### config.mk
export PLATFORM = sky130hd
export DESIGN_NAME = axis_processor_arbiter
export DESIGN_NICKNAME = d
export VERILOG_FILES = /design/src/rtl/axis_processor_arbiter_pkg.sv /design/src/rtl/axis_processor_arbiter_tag_fifo.sv /design/src/rtl/axis_processor_arbiter.sv
export SDC_FILE = /design/constraint.sdc
export NUM_CORES = 1
export LEC_CHECK = 0
export CAP_MARGIN = 25
export CORE_AREA = 2 2 102 104
export CTS_CLUSTER_DIAMETER = 30
export DETAILED_ROUTE_END_ITERATION = 12
export DIE_AREA = 0 0 104 106
export GPL_TIMING_DRIVEN = 0
export SLEW_MARGIN = 20
export SYNTH_ARGS = -nofsm -noshare
export SYNTH_HDL_FRONTEND = slang
export SYNTH_SLANG_ARGS = --single-unit
### constraint.sdc
create_clock -name clk -period 5.35 [get_ports clk]
set_clock_uncertainty 0.05 [all_clocks]
set_input_delay 1.605 -clock clk [delete_from_list [all_inputs] [get_ports clk]]
set_output_delay 1.605 -clock clk [all_outputs]
set_load 0.02 [all_outputs]
### src/rtl/axis_processor_arbiter_pkg.sv
// Shared configuration for the AXI-Stream processor arbiter.
// Processor stream widths plus arbiter state and id helpers.
package processor_config;
  localparam int INP_WIDTH = 16;
  localparam int OUT_WIDTH = 8;
endpackage

package arbiter_config;
  typedef enum logic {
    IDLE,
    LOCKED
  } state_e;

  function automatic int id_width(input int n);
    return (n > 1) ? $clog2(n) : 1;
  endfunction
endpackage

### src/rtl/axis_processor_arbiter_tag_fifo.sv
// Synchronous tag FIFO recording which requester owns each
// outstanding packet, in packet order.
module tag_fifo #(
  parameter int DEPTH = 8,
  parameter int W = 2,
  localparam int AW = $clog2(DEPTH),
  localparam int CW = AW + 1
) (
  input  logic          clk,
  input  logic          rst,
  input  logic          push_i,
  input  logic [W-1:0]  din_i,
  input  logic          pop_i,
  output logic [W-1:0]  dout_o,
  output logic          full_o,
  output logic          empty_o,
  output logic [CW-1:0] count_o
);
  logic [W-1:0]  mem_q [DEPTH];
  logic [AW-1:0] wr_q, rd_q;
  logic [CW-1:0] cnt_q;
  logic          do_push, do_pop;

  assign full_o  = (cnt_q == CW'(DEPTH));
  assign empty_o = (cnt_q == '0);
  assign count_o = cnt_q;
  assign dout_o  = mem_q[rd_q];
  assign do_push = push_i && !full_o;
  assign do_pop  = pop_i && !empty_o;

  always_ff @(posedge clk) begin
    if (rst) begin
      wr_q  <= '0;
      rd_q  <= '0;
      cnt_q <= '0;
    end else begin
      if (do_push) wr_q <= wr_q + 1'b1;
      if (do_pop) rd_q <= rd_q + 1'b1;
      unique case ({do_push, do_pop})
        2'b10:   cnt_q <= cnt_q + 1'b1;
        2'b01:   cnt_q <= cnt_q - 1'b1;
        default: cnt_q <= cnt_q;
      endcase
    end
  end

  always_ff @(posedge clk) begin
    if (do_push) mem_q[wr_q] <= din_i;
  end
endmodule

### src/rtl/axis_processor_arbiter.sv
// Round-robin packet arbiter feeding one shared processor and
// routing each processor result back to the packet's owner.
module axis_processor_arbiter
  import processor_config::*;
  import arbiter_config::*;
#(
  parameter int NUM_REQ = 4,
  parameter int TAG_DEPTH = 8,
  localparam int ID_WIDTH = id_width(NUM_REQ),
  localparam int CNT_WIDTH = $clog2(TAG_DEPTH) + 1
) (
  input  logic                               clk,
  input  logic                               rst,
  input  logic [NUM_REQ-1:0][INP_WIDTH-1:0]  s_axis_tdata,
  input  logic [NUM_REQ-1:0]                 s_axis_tvalid,
  input  logic [NUM_REQ-1:0]                 s_axis_tlast,
  output logic [NUM_REQ-1:0]                 s_axis_tready,
  output logic [INP_WIDTH-1:0]               m_axis_tdata,
  output logic                               m_axis_tvalid,
  input  logic                               m_axis_tready,
  input  logic [OUT_WIDTH-1:0]               p_axis_tdata,
  input  logic                               p_axis_tvalid,
  output logic                               p_axis_tready,
  output logic [OUT_WIDTH-1:0]               r_axis_tdata,
  output logic [NUM_REQ-1:0]                 r_axis_tvalid,
  input  logic [NUM_REQ-1:0]                 r_axis_tready,
  output logic [ID_WIDTH-1:0]                grant_id,
  output logic                               busy,
  output logic [CNT_WIDTH-1:0]               outstanding,
  output logic                               orphan_err
);
  state_e              state_q, state_d;
  logic [ID_WIDTH-1:0] rr_q, rr_d;
  logic [ID_WIDTH-1:0] grant_q, grant_d;
  logic                orphan_q, orphan_d;
  logic                pick_vld;
  logic [ID_WIDTH-1:0] pick;
  logic                push, pop;
  logic                fifo_full, fifo_empty;
  logic [ID_WIDTH-1:0] head;

  // First valid requester at or after rr_q, wrapping.
  always_comb begin
    pick_vld = 1'b0;
    pick     = '0;
    for (int i = 0; i < NUM_REQ; i++) begin
      if (!pick_vld && s_axis_tvalid[(int'(rr_q) + i) % NUM_REQ]) begin
        pick_vld = 1'b1;
        pick     = ID_WIDTH'((int'(rr_q) + i) % NUM_REQ);
      end
    end
  end

  always_comb begin
    state_d       = state_q;
    rr_d          = rr_q;
    grant_d       = grant_q;
    push          = 1'b0;
    s_axis_tready = '0;
    m_axis_tvalid = 1'b0;
    m_axis_tdata  = s_axis_tdata[grant_q];
    unique case (state_q)
      IDLE: begin
        if (pick_vld && !fifo_full) begin
          grant_d = pick;
          state_d = LOCKED;
        end
      end
      LOCKED: begin
        m_axis_tvalid          = s_axis_tvalid[grant_q];
        s_axis_tready[grant_q] = m_axis_tready;
        if (s_axis_tvalid[grant_q] && m_axis_tready &&
            s_axis_tlast[grant_q]) begin
          push    = 1'b1;
          rr_d    = (grant_q == ID_WIDTH'(NUM_REQ - 1)) ?
                    '0 : grant_q + 1'b1;
          state_d = IDLE;
        end
      end
    endcase
  end

  always_comb begin
    r_axis_tdata  = p_axis_tdata;
    r_axis_tvalid = '0;
    p_axis_tready = 1'b0;
    if (!fifo_empty) begin
      r_axis_tvalid[head] = p_axis_tvalid;
      p_axis_tready       = r_axis_tready[head];
    end
  end

  assign pop      = p_axis_tvalid && p_axis_tready;
  assign orphan_d = orphan_q | (p_axis_tvalid & fifo_empty);

  always_ff @(posedge clk) begin
    if (rst) begin
      state_q  <= IDLE;
      rr_q     <= '0;
      grant_q  <= '0;
      orphan_q <= 1'b0;
    end else begin
      state_q  <= state_d;
      rr_q     <= rr_d;
      grant_q  <= grant_d;
      orphan_q <= orphan_d;
    end
  end

  tag_fifo #(
    .DEPTH (TAG_DEPTH),
    .W     (ID_WIDTH)
  ) u_tag_fifo (
    .clk     (clk),
    .rst     (rst),
    .push_i  (push),
    .din_i   (grant_q),
    .pop_i   (pop),
    .dout_o  (head),
    .full_o  (fifo_full),
    .empty_o (fifo_empty),
    .count_o (outstanding)
  );

  assign grant_id   = grant_q;
  assign busy       = (state_q == LOCKED);
  assign orphan_err = orphan_q;
endmodule

==> impl_results.md, run 1 <==
* Status: finished, final reports clean
* RR Endpoint: u_tag_fifo.count_o[2]
* Die area at ~0.011 mm²
* CP Max Fanout at 7
* IO buf count at 120
* Final Instance Area at around 0.0037 mm²
* Hold WS at 0.4222 ns
* Slowest stage delay, CP at about 0.60 ns
* Rel. slew slack at 0.5012
* Leakage power at around 1.3 nW
* Grt total ovfl at 0
* Hold_buf cts at 0
* Crit Path Class: in2out
* Largest net degree at the start of global routing at 15
* Vias post-DR at slightly below 2000
* Min-Delay Path Class: reg2reg
* Critical path cell sequence: clkdlybuf4s50_1 > nor2b_1 > nand2b_1 > nor2b_1 > clkdlybuf4s50_1
* CTS Buffer Depth at 2
* Sequential-to-total area share from yosys stat at 0.3852
* RSZ-0062 raised after global routing: false
* Initial Util at 0.2235
* Power, Total at approximately 0.73 mW
* Total Wirelength at ~6000 µm
* Cell area after placement at 0.003606 mm²
* Clk pin slew, worst setup/hold paths at roughly 0.07 ns
* Worst Path Arrival at between 3 and 4 ns
* Non-filler cells, final at about 450
* CP endpoint: r_axis_tvalid[2]
* Die width at ~100 µm
* Total Routing Usage GR at 0.1062
* DRC at 0
* Max_cap viols at 0
* H-tree Lvls at 2
* # diodes at 0
* CTS tree: built
* Setup violators final at 0
* Mapped Cells at approximately 190
* CTS resizes at 0
* Post-synth net total at approximately 290
* VDD IR max at roughly 0.1 mV
* Synth Register Bits at 35
* Final #Nets at 413
* GPL Wtd Cong at about 0.68
* Req. time, crit path at between 3 and 4 ns
* CP startpoint: p_axis_tvalid
* FF-to-FF Start: grant_id[1]
* Die height at approximately 110 µm
* Share of cells above drive strength 1 at 0.1356
* Placed Cells at around 450
* Reg2reg path depth at 11
* Hold Vio Cnt, Final at 0
* Setup_tns at 0 ns
* CTS root buf: clkbuf_8
* # clock sinks at 35
* Crit-path slowest cell: clkdlybuf4s50_1
* Period minus WS final at roughly 5.0 ns
* Clk_lat worst skew at 0.28 ns
* Most used DFF post-synth: dfxtp_1
* Initial antenna violation count at 0
* FMAX at 199.6 MHz
* CTS buffer count at 5
* Detail Route Antenna Nets at 0
* Post-synth ARST share at 0
* Critical path launch point type: primary input
* Cell Area, Synth at 0.002235 mm²
* Post-synth EDFFs at 16
* Critical Path Sink Type: output port
* Wire per inst at 13.42 µm
* Pwr dens at 197.2 mW/mm²
* YS warnings at 0
* Worst-margin pin slew at ~0.75 ns
* Post-DP HPWL at just under 5000 µm
* Global-route wire length before repair at between 9000 and 10000 µm
* Core region area at 0.01000 mm²
* Post-CTS setup buffer count at 0
* Vias in the first global route at 1994
* Vias/cell at between 4 and 5
* FP Rows at 37
* Slew Viols, Final at 0
* Initial DRC Count at 37
* IO Pins at 130
* Drt pass-1 iters at 4
* Avg Inst Size Synth at approximately 12 µm²
* Area grow syn2layout at 66.18%
* Worst Hold Depth at 2
* Reg2Reg Setup Slack at between 1.5 and 2 ns
* Distinct cells, synth at 43
* Final Cycle Share at 0.9365
-- flip-flops by register name (all words and copies together), names as in the netlist, named ones only --
name                count
u_tag_fifo.mem_q       16
rr_q                    2
orphan_err              1
u_tag_fifo.rd_q         3
busy                    1
u_tag_fifo.count_o      4
grant_id                2
u_tag_fifo.wr_q         3
-- cells in the mapped netlist, types with 2 or more instances --
| master | n | area [µm²] |
|---|---|---|
| a211oi_1 | 2 | 15.01 |
| a21oi_1 | 10 | 50.05 |
| and3_1 | 5 | 31.28 |
| buf_4 | 8 | 60.06 |
| clkbuf_1 | 6 | 22.52 |
| dfxtp_1 | 19 | 380.4 |
| edfxtp_1 | 16 | 480.5 |
| ha_1 | 9 | 112.6 |
| inv_1 | 5 | 18.77 |
| mux2_1 | 2 | 22.52 |
| mux2_4 | 3 | 45.04 |
| mux2i_1 | 4 | 40.04 |
| mux4_1 | 2 | 52.55 |
| mux4_2 | 20 | 450.4 |
| nand2_1 | 5 | 18.77 |
| nand2b_1 | 10 | 62.56 |
| nand3_1 | 3 | 15.01 |
| nand4b_1 | 2 | 17.52 |
| nor2_1 | 20 | 75.07 |
| nor2b_1 | 5 | 31.28 |
| nor3_1 | 2 | 10.01 |
| o21ai_0 | 2 | 10.01 |
| o21ai_1 | 3 | 15.01 |
| or3_1 | 3 | 18.77 |
| xor2_1 | 5 | 43.79 |
-- worst min-delay path by stage --
stage	from	endpoint	slack, ns
finish	orphan_err	orphan_err	0.42
global route	u_tag_fifo.rd_q[1]	u_tag_fifo.rd_q[1]	0.49
CTS	orphan_err	orphan_err	0.43
detailed placement	orphan_err	orphan_err	0.41
global placement	orphan_err	orphan_err	0.40
floorplan	rr_q[0]	rr_q[0]	0.40
-- area by class of cell --
class	count	area, µm²
multi-input cells	131	1249
fillers	1020	6286
plain buffers	17	102.6
clock inverters	3	38.79
well taps	136	170.2
repair buffers	120	1201
inverters	6	22.52
clock buffers	5	68.82
flip-flops and latches	35	860.8
-- layer usage --
| layer | global-route usage | vias to the layer above | share of wire |
|---|---|---|---|
| met5 | 0 | - | 0 |
| met4 | 0.03378 | 0 | 0.017 |
| met3 | 0.02636 | 9 | 0.048 |
| met2 | 0.1852 | 53 | 0.51 |
| met1 | 0.1289 | 935 | 0.43 |
| li1 | - | 957 | - |
-- through the flow --
stage,setup WS [ns],util
2_1_floorplan,1.369,-
3_3_place_gp,0.3324,0.3606
3_5_place_dp,0.3306,0.3606
4_1_cts,0.3250,0.3714
5_1_grt,0.1918,0.3714
6_report,0.3397,0.3714
-- cell families after synthesis --
kind of cell             Yosys count  synth area share
buffers and inverters             23           0.05599
XOR/XNOR                           5           0.01960
multiplexers                      32            0.2783
AO/OA/AOI/OAI                     22           0.05767
adder cells (fa/ha/maj)            9           0.05039
flip-flops                        35            0.3852
AND/OR/NAND/NOR                   63            0.1529
-- worst max-delay path: cells and delay by family --
family / cells / cell delay (ns)
buf+inv: 2 / 1.08
simple gates: 3 / 0.67
-- power by group --
| group | switching, mW | internal [mW] |
|---|---|---|
| combinational | 0.0790 | 0.129 |
| sequential | 0.00985 | 0.285 |
| clock | 0.0929 | 0.136 |
-- cells in the final DEF (no fill, tap or decap), types with 3 or more instances in the layout --
master / instances
edfxtp_1: 16
xor2_1: 5
buf_4: 8
nor2_1: 20
clkbuf_1: 6
inv_1: 5
clkdlybuf4s50_1: 120
dfxtp_1: 19
clkbuf_8: 5
nand2b_1: 10
and3_1: 5
mux2i_1: 4
nand2_1: 5
mux2_4: 3
nor2b_1: 5
mux4_2: 20
a21oi_1: 10
o21ai_1: 3
ha_1: 9
nand3_1: 3
or3_1: 3
(Power assumes the default switching activity.)
==> inputs of run 2 (changes only) <==
--- a/config.mk
+++ b/config.mk
@@ -7,6 +7,7 @@
 export LEC_CHECK = 0
 export CAP_MARGIN = 25
 export CORE_AREA = 2 2 102 104
+export CTS_BUF_LIST = sky130_fd_sc_hd__clkbuf_4 sky130_fd_sc_hd__clkbuf_8 sky130_fd_sc_hd__clkbuf_16
 export CTS_CLUSTER_DIAMETER = 30
 export DETAILED_ROUTE_END_ITERATION = 12
 export DIE_AREA = 0 0 104 106
==> constraint.sdc (replaced) <==
create_clock -name clk -period 5.35 [get_ports clk]
set_clock_uncertainty 0.05 [all_clocks]
set_input_delay 1.07 -clock clk [delete_from_list [all_inputs] [get_ports clk]]
set_output_delay 1.07 -clock clk [all_outputs]
set_load 0.02 [all_outputs]
==> results of run 2 <==
The final DEF is identical to that of run 1. Status: finished, final reports clean.
Main changes from that run: setup slack after placement 0.3306 ns -> 1.242 ns; setup slack after layout 0.3397 ns -> 1.073 ns; start point of the critical path p_axis_tvalid -> grant_id[0]; end point of the critical path r_axis_tvalid[2] -> m_axis_tdata[8]
==> inputs of run 3 (changes only) <==
==> constraint.sdc (replaced) <==
create_clock -name clk -period 3.6 [get_ports clk]
set_clock_uncertainty 0.05 [all_clocks]
set_input_delay 0.72 -clock clk [delete_from_list [all_inputs] [get_ports clk]]
set_output_delay 0.72 -clock clk [all_outputs]
set_load 0.02 [all_outputs]
==> impl_results.md, run 3 (same netlist as run 1, synthesis figures left out) <==
* Status: finished, final reports clean (unchanged)
* Core region area at 0.01000 mm² (unchanged)
* # diodes at 0 (unchanged)
* CTS buffer count at 5 (unchanged)
* Clk_lat worst skew at 0.28 ns (about the same)
* DRC at 0 (unchanged)
* Reg2reg path depth at 12 (was 11)
* Setup violators final at 0 (unchanged)
* CP endpoint: m_axis_tdata[8] (unchanged)
* Vias/cell at 4.358 (was 4.313)
* Initial antenna violation count at 0 (unchanged)
* Period minus WS final at 3.378 ns
* Pwr dens at 292.5 mW/mm² (was 197.2 mW/mm²)
* Req. time, crit path at 2.83 ns (was 4.23 ns)
* Post-CTS setup buffer count at 0 (unchanged)
* Hold WS at 0.4222 ns (about the same)
* Critical path launch point type: flip-flop (unchanged)
* Final Cycle Share at 0.9383
* Total Routing Usage GR at 0.1066 (was 0.1062)
* Worst-margin pin slew at 0.5724 ns (was 0.7481 ns)
* Die height at 106 µm (unchanged)
* Share of cells above drive strength 1 at 0.1546 (was 0.1356)
* Initial DRC Count at 43 (was 37)
* Final #Nets at 413 (unchanged)
* Final Instance Area at 0.003727 mm² (was 0.003714 mm²)
* Largest Register: u_tag_fifo.mem_q (unchanged)
* # clock sinks at 35 (unchanged)
* Vias in the first global route at 1992 (was 1994)
* Most frequent cells in the layout: clkdlybuf4s50_1 (119), mux4_2 (20), nor2_1 (20), dfxtp_1 (17), edfxtp_1 (16) (was clkdlybuf4s50_1 (120), mux4_2 (20), nor2_1 (20), dfxtp_1 (19), edfxtp_1 (16))
* FMAX at slightly below 300 MHz
* Clk pin slew, worst setup/hold paths at 0.07 ns (about the same)
* Initial Util at 0.2235 (unchanged)
* Hold Vio Cnt, Final at 0 (unchanged)
* Reg2Reg Setup Slack at 0.24 ns (was 1.85 ns)
* Min-Delay Path Class: reg2reg (unchanged)
* Critical Path Sink Type: output port (unchanged)
* Leakage power at 1.371 nW (was 1.342 nW)
* Setup_tns at 0 ns (unchanged)
* Largest net degree at the start of global routing at 15 (unchanged)
* H-tree Lvls at 2 (unchanged)
* Slew Viols, Final at 0 (unchanged)
* Post-DP HPWL at 4950 µm (unchanged)
* Worst Path Arrival at 2.61 ns (was 3.16 ns)
* Rel. slew slack at 0.6130 (was 0.5012)
* Vias post-DR at 1974 (was 1954)
* Drt pass-1 iters at 4 (unchanged)
* Max_cap viols at 0 (unchanged)
* Die width at 104 µm (unchanged)
* Grt total ovfl at 0 (unchanged)
* CP Max Fanout at 14 (unchanged)
* GPL Wtd Cong at 0.6848 (unchanged)
* Cell area after placement at 0.003606 mm² (unchanged)
* CTS Buffer Depth at 2 (unchanged)
* VDD IR max at 0.1465 mV (was 0.1004 mV)
* Detail Route Antenna Nets at 0 (unchanged)
* Wire per inst at 13.46 µm (was 13.42 µm)
* Finished Core Util at 0.3727 (was 0.3714)
* CTS root buf: clkbuf_8 (unchanged)
* RSZ-0062 raised after global routing: false (unchanged)
* IO buf count at 120 (unchanged)
* FP Rows at 37 (unchanged)
* Power, Total at 1.090 mW (was 0.7322 mW)
* CTS tree: built (unchanged)
* Max reg flops at 16 (unchanged)
* CP startpoint: grant_id[0] (unchanged)
* Die area at 0.01102 mm² (unchanged)
* Crit Path Class: reg2out (unchanged)
* Most common cell after layout, fill and taps aside: clkdlybuf4s50_1 (unchanged)
* RR Endpoint: u_tag_fifo.count_o[2] (unchanged)
* Global-route wire length before repair at 9515 µm (was 9494 µm)
* Area grow syn2layout at 66.80% (was 66.18%)
* IO Pins at 130 (unchanged)
* Total Wirelength at 6099 µm (was 6079 µm)
## run 3: cell count changes in the layout (fill, tap and decap cells not counted)
cell and delta:
dfxtp_1 -2, clkdlybuf4s50_1 -1, dfxtp_2 +2, ha_2 +1, clkbuf_2 +2, buf_1 -1
dlymetal6s2s_1 +1, clkbuf_1 -2, ha_1 -1, clkbuf_4 +1
## run 3: area by class of cell
type,instances,area (µm²)
fill,1022,6272
multi-input combinational,131,1251
timing repair buffer,120,1204
sequential,35,863.3
tap,136,170.2
buffer,17,108.9
clock buffer,5,68.82
clock inverter,3,38.79
inverter,6,22.52
## run 3: metrics by stage
stage	instances	setup slack [ns]
final	453	0.2220
after global routing	453	0.03067
after CTS	453	0.004100
after detailed placement	445	-0.1580
after global placement	445	-0.1237
after floorplan	189	0.3889
## run 3: routing by layer
metal	routed length, µm	track usage	vias to the layer above
met5	0	0	-
met4	102	0.03378	0
met3	325	0.02636	9
met2	3130	0.1856	62
met1	2541	0.1297	947
li1	-	-	956
## run 3: worst min-delay path by stage
| stage | start | to | slack, ns | depth (start not counted) |
|---|---|---|---|---|
| 2_1_floorplan | rr_q[0] | rr_q[0] | 0.40 | 2 |
| 3_3_place_gp | orphan_err | orphan_err | 0.40 | 2 |
| 3_5_place_dp | orphan_err | orphan_err | 0.41 | 2 |
| 4_1_cts | orphan_err | orphan_err | 0.43 | 2 |
| 5_1_grt | u_tag_fifo.rd_q[1] | u_tag_fifo.rd_q[1] | 0.49 | 2 |
| 6_report | orphan_err | orphan_err | 0.42 | 2 |
## run 3: timing repair
action                                  in CTS  in global routing
endpoints found under the setup margin      20                 11
resized for setup                            4                  4
endpoints found under the hold margin        0                  0
hold buffers                                 0                  0
## run 3: power by group
group          internal [mW]  switching [mW]
logic                  0.193           0.118
clock network          0.203           0.139
registers              0.423          0.0148
## run 3: critical path, cell delays in order (launching register included)
cell	delay, ns
dfxtp_2	0.54
clkbuf_4	0.34
buf_2	0.33
mux4_2	0.54
clkdlybuf4s50_1	0.56
